### config.mk
export PLATFORM = sky130hd
export DESIGN_NAME = ifns_encoder_22di_seq
export DESIGN_NICKNAME = d
export VERILOG_FILES = /design/src/rtl/ifns_encoder_22di_seq.sv
export SDC_FILE = /design/constraint.sdc
export NUM_CORES = 1
export LEC_CHECK = 0
export CORE_MARGIN = 2
export CORE_UTILIZATION = 40
export DETAILED_ROUTE_END_ITERATION = 8
export GPL_TIMING_DRIVEN = 0
export PLACE_DENSITY = 0.63
export SLEW_MARGIN = 20
export SYNTH_ARGS = -nofsm -noshare
export SYNTH_HDL_FRONTEND = slang
export SYNTH_SLANG_ARGS = --single-unit
### constraint.sdc
create_clock -name clk -period 3.8 [get_ports clk]
set_input_delay 1.14 -clock clk [delete_from_list [all_inputs] [get_ports clk]]
set_output_delay 1.14 -clock clk [all_outputs]
set_load 0.005 [all_outputs]
### src/rtl/ifns_encoder_22di_seq.sv
// rtl/ifns_encoder_22di_seq.sv - greedy sequential IFNS 22-bit encoder, one weight per cycle
// Optional final-remainder self-check enabled by defining IFNS_SELFCHECK_EN.
module ifns_encoder_22di_seq #(
   parameter int DW = 22,
   parameter int CW = 31
) (
   input  logic          clk,
   input  logic          rst,
   input  logic          in_valid,
   output logic          in_ready,
   input  logic [DW-1:0] in_data,
   output logic          out_valid,
   input  logic          out_ready,
   output logic [CW-1:0] out_code,
   output logic          chk_err
);

   typedef enum logic [1:0] {IDLE = 2'd0, BUSY = 2'd1, DONE = 2'd2} state_t;

   // W[1..30] are Fibonacci; W[31] jumps to F32 so the 22-bit range is covered.
   function automatic logic [22:0] weight(input int i);
      logic [22:0] a, b, t;
      a = 23'd1;
      b = 23'd1;
      if (i == 31) begin
         b = 23'd2178309;
      end else if (i <= 0) begin
         b = 23'd0;
      end else begin
         for (int k = 3; k <= i; k++) begin
            t = a + b;
            a = b;
            b = t;
         end
      end
      return b;
   endfunction

   logic [22:0] wtab [0:31];
   for (genvar g = 0; g < 32; g++) begin : g_wtab
      localparam logic [22:0] WG = weight(g);
      assign wtab[g] = WG;
   end

   state_t        state, state_nxt;
   logic [22:0]   rem, rem_nxt;
   logic [4:0]    idx, idx_nxt;
   logic [CW-1:0] code, code_nxt;
   logic [22:0]   w_cur;
   logic          take;

   assign w_cur = wtab[idx];
   assign take  = (rem >= w_cur);

   always_ff @(posedge clk) begin
      if (rst) begin
         state <= IDLE;
         rem   <= '0;
         idx   <= '0;
         code  <= '0;
      end else begin
         state <= state_nxt;
         rem   <= rem_nxt;
         idx   <= idx_nxt;
         code  <= code_nxt;
      end
   end

   always_comb begin
      state_nxt = state;
      rem_nxt   = rem;
      idx_nxt   = idx;
      code_nxt  = code;
      in_ready  = 1'b0;
      out_valid = 1'b0;
      case (state)
         IDLE: begin
            in_ready = !rst;
            if (in_valid && in_ready) begin
               rem_nxt   = {1'b0, in_data};
               idx_nxt   = 5'd31;
               code_nxt  = '0;
               state_nxt = BUSY;
            end
         end
         BUSY: begin
            // Bits arrive MSB first (d31 down to d1), so a left shift lands d_i at bit i-1.
            code_nxt = {code[CW-2:0], take};
            if (take) begin
               rem_nxt = rem - w_cur;
            end
            idx_nxt = idx - 5'd1;
            if (idx == 5'd1) begin
               state_nxt = DONE;
            end
         end
         DONE: begin
            out_valid = 1'b1;
            if (out_ready) begin
               state_nxt = IDLE;
            end
         end
         default: state_nxt = IDLE;
      endcase
   end

   assign out_code = code;

`ifdef IFNS_SELFCHECK_EN
   logic chk_q;
   always_ff @(posedge clk) begin
      if (rst) begin
         chk_q <= 1'b0;
      end else if (state == BUSY && idx == 5'd1 && rem_nxt != 23'd0) begin
         chk_q <= 1'b1;
      end
   end
   assign chk_err = chk_q;
`else
   assign chk_err = 1'b0;
`endif

endmodule

# Word-level counts from Yosys, hierarchy flattened
# Memories as Yosys holds them, arrays and structs flattened.
# Index checks and enable logic that the tools add are counted.
dict set report op_classes {
  n_addsub 2
  magnitude_cmp 2
  n_eq_ne 7
  muxes 15
  n_bitwise 1
  reduce_logical 7
}
# op count
set op_table {}
lappend op_table {{2-to-1 mux 23 bit} 4}
lappend op_table {{case mux 31 bit (2 select lines)} 1}
lappend op_table {{case mux 23 bit (2 select lines)} 1}
lappend op_table {{2-to-1 mux 31 bit} 1}
lappend op_table {{>= comparator 23 bit} 1}
lappend op_table {{subtractor 23 bit} 1}
lappend op_table {{case mux 5 bit (2 select lines)} 1}
lappend op_table {{!= test 2 bit (second input constant)} 4}
lappend op_table {{>= comparator 6 bit (second input constant)} 1}
lappend op_table {{2-to-1 mux 2 bit} 3}
lappend op_table {{NOT 5 -> 6 bit} 1}
lappend op_table {{case mux 2 bit (3 select lines)} 1}
lappend op_table {{AND reduction 3 bit} 2}
lappend op_table {{== test 5 x 1 -> 1 bit (second input constant)} 1}
lappend op_table {{2-to-1 mux 5 bit} 1}
lappend op_table {{subtractor 5 x 1 -> 5 bit (second input constant)} 1}
lappend op_table {{== test 2 x 1 -> 1 bit (second input constant)} 1}
lappend op_table {{== test 2 bit (second input constant)} 1}
lappend op_table {{zero test 2 bit} 1}
lappend op_table {{2-to-1 mux 1 bit} 2}
lappend op_table {{AND reduction 2 bit} 1}
lappend op_table {{nonzero test 2 bit} 1}
lappend op_table {{logical AND 1 bit} 1}
lappend op_table {{zero test 1 bit} 1}
dict set report totals {
  reg_bits 61
  romBits 736
  inputBits 26
  wordCells 39
  n_memories 1
}
# memory words width read_ports rd_clocked_by_memory_dff wr line_no
set memory_table {}
lappend memory_table {{(no name shown)} 32 23 1 0 0 52} ;# assign w_cur = wtab[idx];

# Logic depth before layout (Yosys ltp)
# Gate-level depths: netlist of run 1.
dict set report depth {
  ltp_word 7
  depth_mapped 17
}

# Worst setup path after synthesis of run 1
# OpenSTA, ideal clock, no wires.
dict set report synth_path {
  path_kind {reg-to-reg}
  start {register idx[0]}
  end {register rem[22]}
  setup_time_ns 0.123
  t_arrival_ns 3.598
  t_required_ns 3.677
  setup_slack_ns 0.079
  stages_incl_launch_ff 17
  path_buffers 1
  period_less_slack_ns 3.721
  path_cell_list {dfxtp_1 -> inv_1 -> ha_1 -> clkbuf_1 -> nor3_1 -> a31oi_1 -> o21ai_0 -> a21oi_1 -> ha_1 -> fa_1 -> nor2b_4 -> o31a_4 -> o311a_4 -> o21ai_4 -> o21ai_2 -> a2111oi_4 -> mux2_1}
}
dict set report synth_between {
  elab_chain_len 7
}
# item line_no
set synth_lines {}
lappend synth_lines {{start: declaration} 47} ;# logic [4:0] idx, idx_nxt;
lappend synth_lines {{start signal: assignment} 64} ;# idx <= idx_nxt;
lappend synth_lines {{NOT 5 -> 6 bit (not written as such) (*)} 52}
lappend synth_lines {{memory read (32 x 23 bit) (*)} -}
lappend synth_lines {{2-to-1 mux 23 bit (not written as such) (*) (2 in a row)} 52}
lappend synth_lines {{subtractor 23 bit or >= comparator 23 bit (tied branches)} {90, 53}}
lappend synth_lines {{2-to-1 mux 23 bit or != test 2 bit (tied branches)} -}
lappend synth_lines {{case mux 23 bit (2 select lines) or AND reduction 3 bit (tied branches)} -}
lappend synth_lines {{end signal: assignment} 63} ;# rem <= rem_nxt;
lappend synth_lines {{end: declaration} 46} ;# logic [22:0] rem, rem_nxt;
# Every way passes the cells marked *; elsewhere a longest branch is shown, timed or not. The select of a mux whose other input is x is not followed.
# A chain may end at the register's enable or synchronous reset.

# Worst setup path after layout of run 1
# Same ends and word-level chain as after synthesis.

==> flow_summary.toml, run 1 <==
[clock_network]
clock-sinks = 61
clk_lat_worst_skew_ps = 370
max-clock-path-buffers = 2
path_clk_slew_ps = 90
tritoncts.num_buffers = 9
clk_root_buf = "sky130_fd_sc_hd__clkbuf_8"
cts_tree = "built"
ctsHtreeMaxLevel = 3
cts-hold-fix-buffers = 0

[run_status]
run_status = "finished clean"

[synth]
most_frequent_cells_after_synthesis = "sky130_fd_sc_hd__nor2_1, sky130_fd_sc_hd__dfxtp_1, sky130_fd_sc_hd__nand2_1, sky130_fd_sc_hd__a21oi_1, sky130_fd_sc_hd__ha_1"
synthArstFlopShare_pct = 0
synth_top_cell_by_area = "sky130_fd_sc_hd__dfxtp_1"
synthMuxAreaShare_pct = 1.643
synth_top_cells_by_area = "sky130_fd_sc_hd__dfxtp_1, sky130_fd_sc_hd__ha_1, sky130_fd_sc_hd__nor2_1"
synth.net_count = 644
number_of_cells_produced_by_synthesis = 582
synth_compound_gate_area_share_pct = 30.15
ys.flop_type = "sky130_fd_sc_hd__dfxtp_1"
number_of_distinct_library_cells_after_synthesis = 64
synthMostInstantiatedCell = "sky130_fd_sc_hd__nor2_1"
synth_area_per_inst_sq_um = 7.722
post_synth_instance_area_sq_um = 4494
seq_area_frac_synth_pct = 27.17
postSynthRegisterBits = 61
synthSimpleGateAreaFrac_pct = 21.05
synth.yosys.warnings = 0
synth_top_family_by_area = "compound AO/OA/AOI/OAI gates"
synth_largest_type_area_fraction_pct = 27.17
synth-xor-area-share_pct = 3.898
share_of_synthesized_cell_area_in_full_adder_half_adder_and_majority_cells_pct = 10.19
synth_enable_flop_cells = 0

[power]
static-leakage-power_nw = 2.218
worst_ir_drop_vdd_uv = 473.6
fin_total_pwr_mw = 4.349
power_density_nw_per_um2 = 761.4

[die]
die-area_sq_um = 12100
design.core.area_sq_um = 10890
ioPinCount = 60
die_x_microns = 110
start_util_pct = 41.28
fp.dieH_microns = 110
rows = 38

[detailed_routing]
vias = 4715
antenna_violating_nets_post_route = 0
detail_route.vias_per_cell = 5.857
first_iter_violations = 374
firstDrtPassIters = 5
routedWlPerCell_microns = 18.36
remaining_drc_errors = 0
wl_mm = 14.78

[sta]
final_period_minus_worst_setup_slack_ps = 3685
slew_at_the_pin_closest_to_its_max_slew_limit_ps = 740.8
fmax_mhz = 271.4
fin_tns_setup_ps = 0
slew_viol_final = 0
slew_headroom_pct = 50.62
timing_hold_violations_final = 0
fin_crit_sh_pct = 96.97
timing.clock.skew_ps = 15.27
final-setup-viol-count = 0

[placed_design]
final_weighted_congestion_of_routability_driven_global_placement = 0.9929
hpwl_mm = 10.56
number_of_input_and_output_port_buffers_inserted = 57

[global_routing]
global_route.overflow_total = 0
wire_length_of_the_first_global_routing_pass_mm = 22.63
antenna_found_initial = 0
via_count_of_the_first_global_routing_pass = 4355
track_usage_pct = 24.58
grt_start_max_net_pins = 14

[worst_setup_path]
path_class = "reg -> reg"
end_kind = "flip-flop"
critPathMaxFanout = 7
startpoint_class = "flip-flop"
timing.critical_path.arrival_ps = 3940
worst_ep_required_time_ps = 4060

[finish]
final_nets = 722
layout-drive-gt1-share_pct = 13.83
synthToLayoutAreaGrowth_pct = 27.09
sequential_cell_area_sq_um = 1234
fillerInstances = 1067
multiInputGateArea_sq_um = 3094
n_antenna_cell = 0
postLayoutCoreUtil_pct = 52.46

[job]
drv.max_cap_violation_count = 0

[min_path]
worstHoldPathType = "reg -> reg"
## cells in the final DEF, fill, tap and decap left out, drive strengths merged, types with 4 or more instances in the layout
cell type,synthesis,layout
a211o,8,8
a211oi,15,15
a21o,9,9
a21oi,41,41
a221oi,4,4
a22oi,32,32
a311oi,8,8
a31oi,10,10
and2,7,7
and3,7,7
buf,16,30
clkbuf,32,37
clkdlybuf4s50,0,57
dfxtp,61,61
ha,35,35
inv,18,20
mux2i,4,4
nand2,54,54
nand3,15,15
nand4,5,5
nor2,67,67
nor2b,21,21
nor3,8,8
o211ai,5,5
o21a,6,6
o21ai,32,32
xnor2,11,11
xor2,9,9
## final timing paths
kind	slack, ps	cells after the start	to	from
worst max-delay path	120	13	rem[22]	idx[0]
worst min-delay path	470	2	rem[14]	rem[14]
worst max register to register	120	13	rem[22]	idx[0]
worst min register to register	470	2	rem[14]	rem[14]
## layout make-up
type,instances,share of cell area (%)
multi-input combinational,455,54.17
clock inverter,7,1.818
sequential,61,21.60
buffer,43,3.943
inverter,18,1.314
tap,140,3.067
timing repair buffer,72,11.92
clock buffer,9,2.169
## where the power goes
part           switching, mW  internal, mW  total (mW)
Combinational           1.63          1.21        2.84
Sequential            0.0722         0.739       0.811
Clock                  0.319         0.380       0.698
Total                   2.02          2.33        4.35
## per-stage QoR
step | setup WS (ps) | cell area (sq um) | hold slack, ps | cells
floorplan | 78.94 | 4494 | 436.2 | 582
global placement | -810.8 | 5240 | 450.0 | 779
detailed placement | -885.0 | 5240 | 460.3 | 779
CTS | 3.036 | 5554 | 474.1 | 795
global route | -19.22 | 5712 | 494.1 | 805
finish | 115.2 | 5712 | 472.5 | 805
## sequential cells by signal (all words and copies together), names as in the netlist
| name | cells |
|---|---|
| idx | 5 |
| rem | 23 |
| state | 2 |
| out_code | 31 |
## logic make-up (layout without fill, tap and decap cells)
| family | Yosys count | count (layout) |
|---|---|---|
| AND/OR/NAND/NOR | 201 | 201 |
| AO/OA/AOI/OAI | 190 | 190 |
| buffers and inverters | 66 | 149 |
| flip-flops | 61 | 61 |
| adder cells (fa/ha/maj) | 36 | 36 |
| XOR/XNOR | 20 | 20 |
| multiplexers | 7 | 7 |
| other | 1 | 1 |
## metal layers
| layer | part of all wire [%] | GRT usage, % | vias up |
|---|---|---|---|
| met5 | 0 | 0 | - |
| met4 | 2.4 | 8.047 | 0 |
| met3 | 8.4 | 7.525 | 34 |
| met2 | 44 | 36.59 | 202 |
| met1 | 45 | 33.71 | 2212 |
| li1 | - | - | 2267 |
## critical path, stage by stage, from the launching register on
cell	delay (ps)
sky130_fd_sc_hd__dfxtp_4	390
sky130_fd_sc_hd__buf_4	120
sky130_fd_sc_hd__ha_1	280
sky130_fd_sc_hd__nor2_1	90
sky130_fd_sc_hd__o311a_1	310
sky130_fd_sc_hd__a31oi_1	280
sky130_fd_sc_hd__ha_1	310
sky130_fd_sc_hd__nand4_1	240
sky130_fd_sc_hd__a211o_1	280
sky130_fd_sc_hd__a21o_1	200
sky130_fd_sc_hd__a21oi_2	260
sky130_fd_sc_hd__nor2_2	120
sky130_fd_sc_hd__a2111oi_4	370
sky130_fd_sc_hd__mux2_4	330
## what timing repair did
| action | CTS | global route |
|---|---|---|
| gates resized for setup | 33 | 33 |
| pin swaps | 2 | 9 |
| setup endpoints to repair | 24 | 24 |
| setup buffers | 2 | 13 |
(Power assumes the default switching activity.)
==> run 2, diff against run 1 <==
CORE_UTILIZATION = 46   (was 40)
PLACE_DENSITY = 0.71   (was 0.63)
==> run 2 against run 1 <==
Effect of this change:
- clock power shrank 14%
- flip-flop and latch count unchanged
- critical endpoint unchanged
- global-route usage grew 1.8 points
- via count shrank 0.59%
- setup slack gained 22 ps
- sequential share of layout area rose by 0.28 points
==> flow_summary.toml, run 2 (synthesis results as in run 1) <==
[clock_network]
clock-sinks = 61
cts_tree = "built"
path_clk_slew_ps = 80
clk_lat_worst_skew_ps = 360
max-clock-path-buffers = 2
tritoncts.num_buffers = 9
cts-hold-fix-buffers = 0
ctsHtreeMaxLevel = 3
clk_root_buf = "sky130_fd_sc_hd__clkbuf_8"

[detailed_routing]
remaining_drc_errors = 0
wl_mm = 13.92
detail_route.vias_per_cell = 5.896
first_iter_violations = 327
antenna_violating_nets_post_route = 0
routedWlPerCell_microns = 17.51
vias = 4687
firstDrtPassIters = 7

[die]
ioPinCount = 60
fp.dieH_microns = 102.8
start_util_pct = 46.63
rows = 36
design.core.area_sq_um = 9639
die-area_sq_um = 10580
die_x_microns = 102.8

[worst_setup_path]
rrSetupSlack_ps = 140
worst_ep_required_time_ps = 4050
cp_num_buf_inv = 1
critPathMaxFanout = 9
crit_slowest_cell = "sky130_fd_sc_hd__dfxtp_4"
cp_slowest_stage_delay_ps = 390
critical_path.cell_chain = "inv_2 > ha_4 > nor3_1 > a31oi_1 > o21ai_0 > a21oi_1 > ha_2 > fa_2 > nor2b_4 > o31a_4 > o311a_4 > o21ai_4 > o21ai_2 > a2111oi_4 > mux2_1"
timing.critical_path.arrival_ps = 3910
path_class = "reg -> reg"
startpoint_class = "flip-flop"
end_kind = "flip-flop"
crit_family = "compound AO/OA/AOI/OAI gates"

[finish]
commonest_non_fill_non_tap_cell_in_the_layout = "sky130_fd_sc_hd__nor2_1"
layout-drive-gt1-share_pct = 12.54
postLayoutCoreUtil_pct = 58.37
synthToLayoutAreaGrowth_pct = 25.19
n_antenna_cell = 0
final_nets = 719
largest_register_ffs = 31
top_library_cells_by_usage_in_the_layout_fill_and_taps_aside = "sky130_fd_sc_hd__nor2_1, sky130_fd_sc_hd__dfxtp_1, sky130_fd_sc_hd__clkdlybuf4s50_1, sky130_fd_sc_hd__nand2_1, sky130_fd_sc_hd__a21oi_1"

[sta]
slew_headroom_pct = 54.23
setup_repair_after_global_routing_missed_its_margin = "yes"
fin_crit_sh_pct = 96.40
fin_tns_setup_ps = 0
final.hold.worst_slack_ps = 464.7
timing_hold_violations_final = 0
timing.clock.skew_ps = 13.83
fmax_mhz = 273.0
slew_viol_final = 0
final-setup-viol-count = 0
slew_at_the_pin_closest_to_its_max_slew_limit_ps = 686.5
final_period_minus_worst_setup_slack_ps = 3663

[placed_design]
hpwl_mm = 10.34
final_weighted_congestion_of_routability_driven_global_placement = 0.9388
number_of_input_and_output_port_buffers_inserted = 57

[global_routing]
track_usage_pct = 26.35
via_count_of_the_first_global_routing_pass = 4258
grt_start_max_net_pins = 13
antenna_found_initial = 0
global_route.overflow_total = 0
wire_length_of_the_first_global_routing_pass_mm = 21.60

[power]
power_density_nw_per_um2 = 741.9
static-leakage-power_nw = 2.186
worst_ir_drop_vdd_uv = 316.7

[min_path]
worstHoldPathType = "reg -> reg"

[job]
drv.max_cap_violation_count = 0

[run_status]
run_status = "finished clean"
==> run 2: changes by cell type in the layout (fill, tap and decap cells not counted), sizes merged <==
cell / change
bufinv: -1
clkinv: +2
inv: -1
clkbuf: +1
buf: -4
==> run 2: path summary, 6_finish.rpt <==
check                from  endpoint  cells past startpoint
setup / recovery   idx[1]   rem[22]                     15
hold reg to reg   rem[14]   rem[14]                      2
setup reg to reg   idx[1]   rem[22]                     15
hold / removal    rem[14]   rem[14]                      2
==> run 2: area by class of cell <==
cell class,count,area (sq um)
clock inverter,7,73.82
buffer,45,224.0
clock buffer,9,123.9
multi-input combinational,455,3090
tap,133,166.4
timing repair buffer,67,645.6
fill,911,4013
inverter,18,71.32
sequential,61,1231
==> run 2: stage by stage <==
step | power, mW | instances | worst slack [ps] | area [sq um]
floorplan | 2.750 | 582 | 78.94 | 4494
global placement | 3.280 | 772 | -603.3 | 5231
detailed placement | 3.300 | 772 | -596.0 | 5231
CTS | 3.949 | 785 | 3.823 | 5469
global route | 4.456 | 795 | -19.11 | 5627
finish | 4.174 | 795 | 136.8 | 5627
==> run 2: layer usage <==
layer / up-vias / global-route usage (%) / wire length, microns
met5: - / 0 / 0
met3: 22 / 5.898 / 884
li1: 2261 / - / -
met4: 0 / 8.097 / 295
met1: 2226 / 36.75 / 6530
met2: 178 / 40.77 / 6210
==> run 2: what timing repair did <==
| action | 4_1_cts | 5_1_grt |
|---|---|---|
| pin swaps | 2 | 9 |
| setup endpoints to repair | 24 | 24 |
| resized for setup | 24 | 34 |
| buffers inserted | 0 | 10 |
==> run 2: power by group <==
part / leakage (nW) / internal, mW / total [mW] / switching (mW)
Sequential: 0.498 / 0.738 / 0.809 / 0.0707
Combinational: 1.59 / 1.17 / 2.77 / 1.60
Clock: 0.100 / 0.306 / 0.599 / 0.293
==> run 2: worst register-to-register path: stages (launching register included) <==
cell and delay (ps):
sky130_fd_sc_hd__dfxtp_4 390, sky130_fd_sc_hd__inv_2 110, sky130_fd_sc_hd__ha_4 330, sky130_fd_sc_hd__nor3_1 60, sky130_fd_sc_hd__a31oi_1 130, sky130_fd_sc_hd__o21ai_0 110, sky130_fd_sc_hd__a21oi_1 240, sky130_fd_sc_hd__ha_2 250
sky130_fd_sc_hd__fa_2 240, sky130_fd_sc_hd__nor2b_4 50, sky130_fd_sc_hd__o31a_4 310, sky130_fd_sc_hd__o311a_4 340, sky130_fd_sc_hd__o21ai_4 190, sky130_fd_sc_hd__o21ai_2 110, sky130_fd_sc_hd__a2111oi_4 360, sky130_fd_sc_hd__mux2_1 350
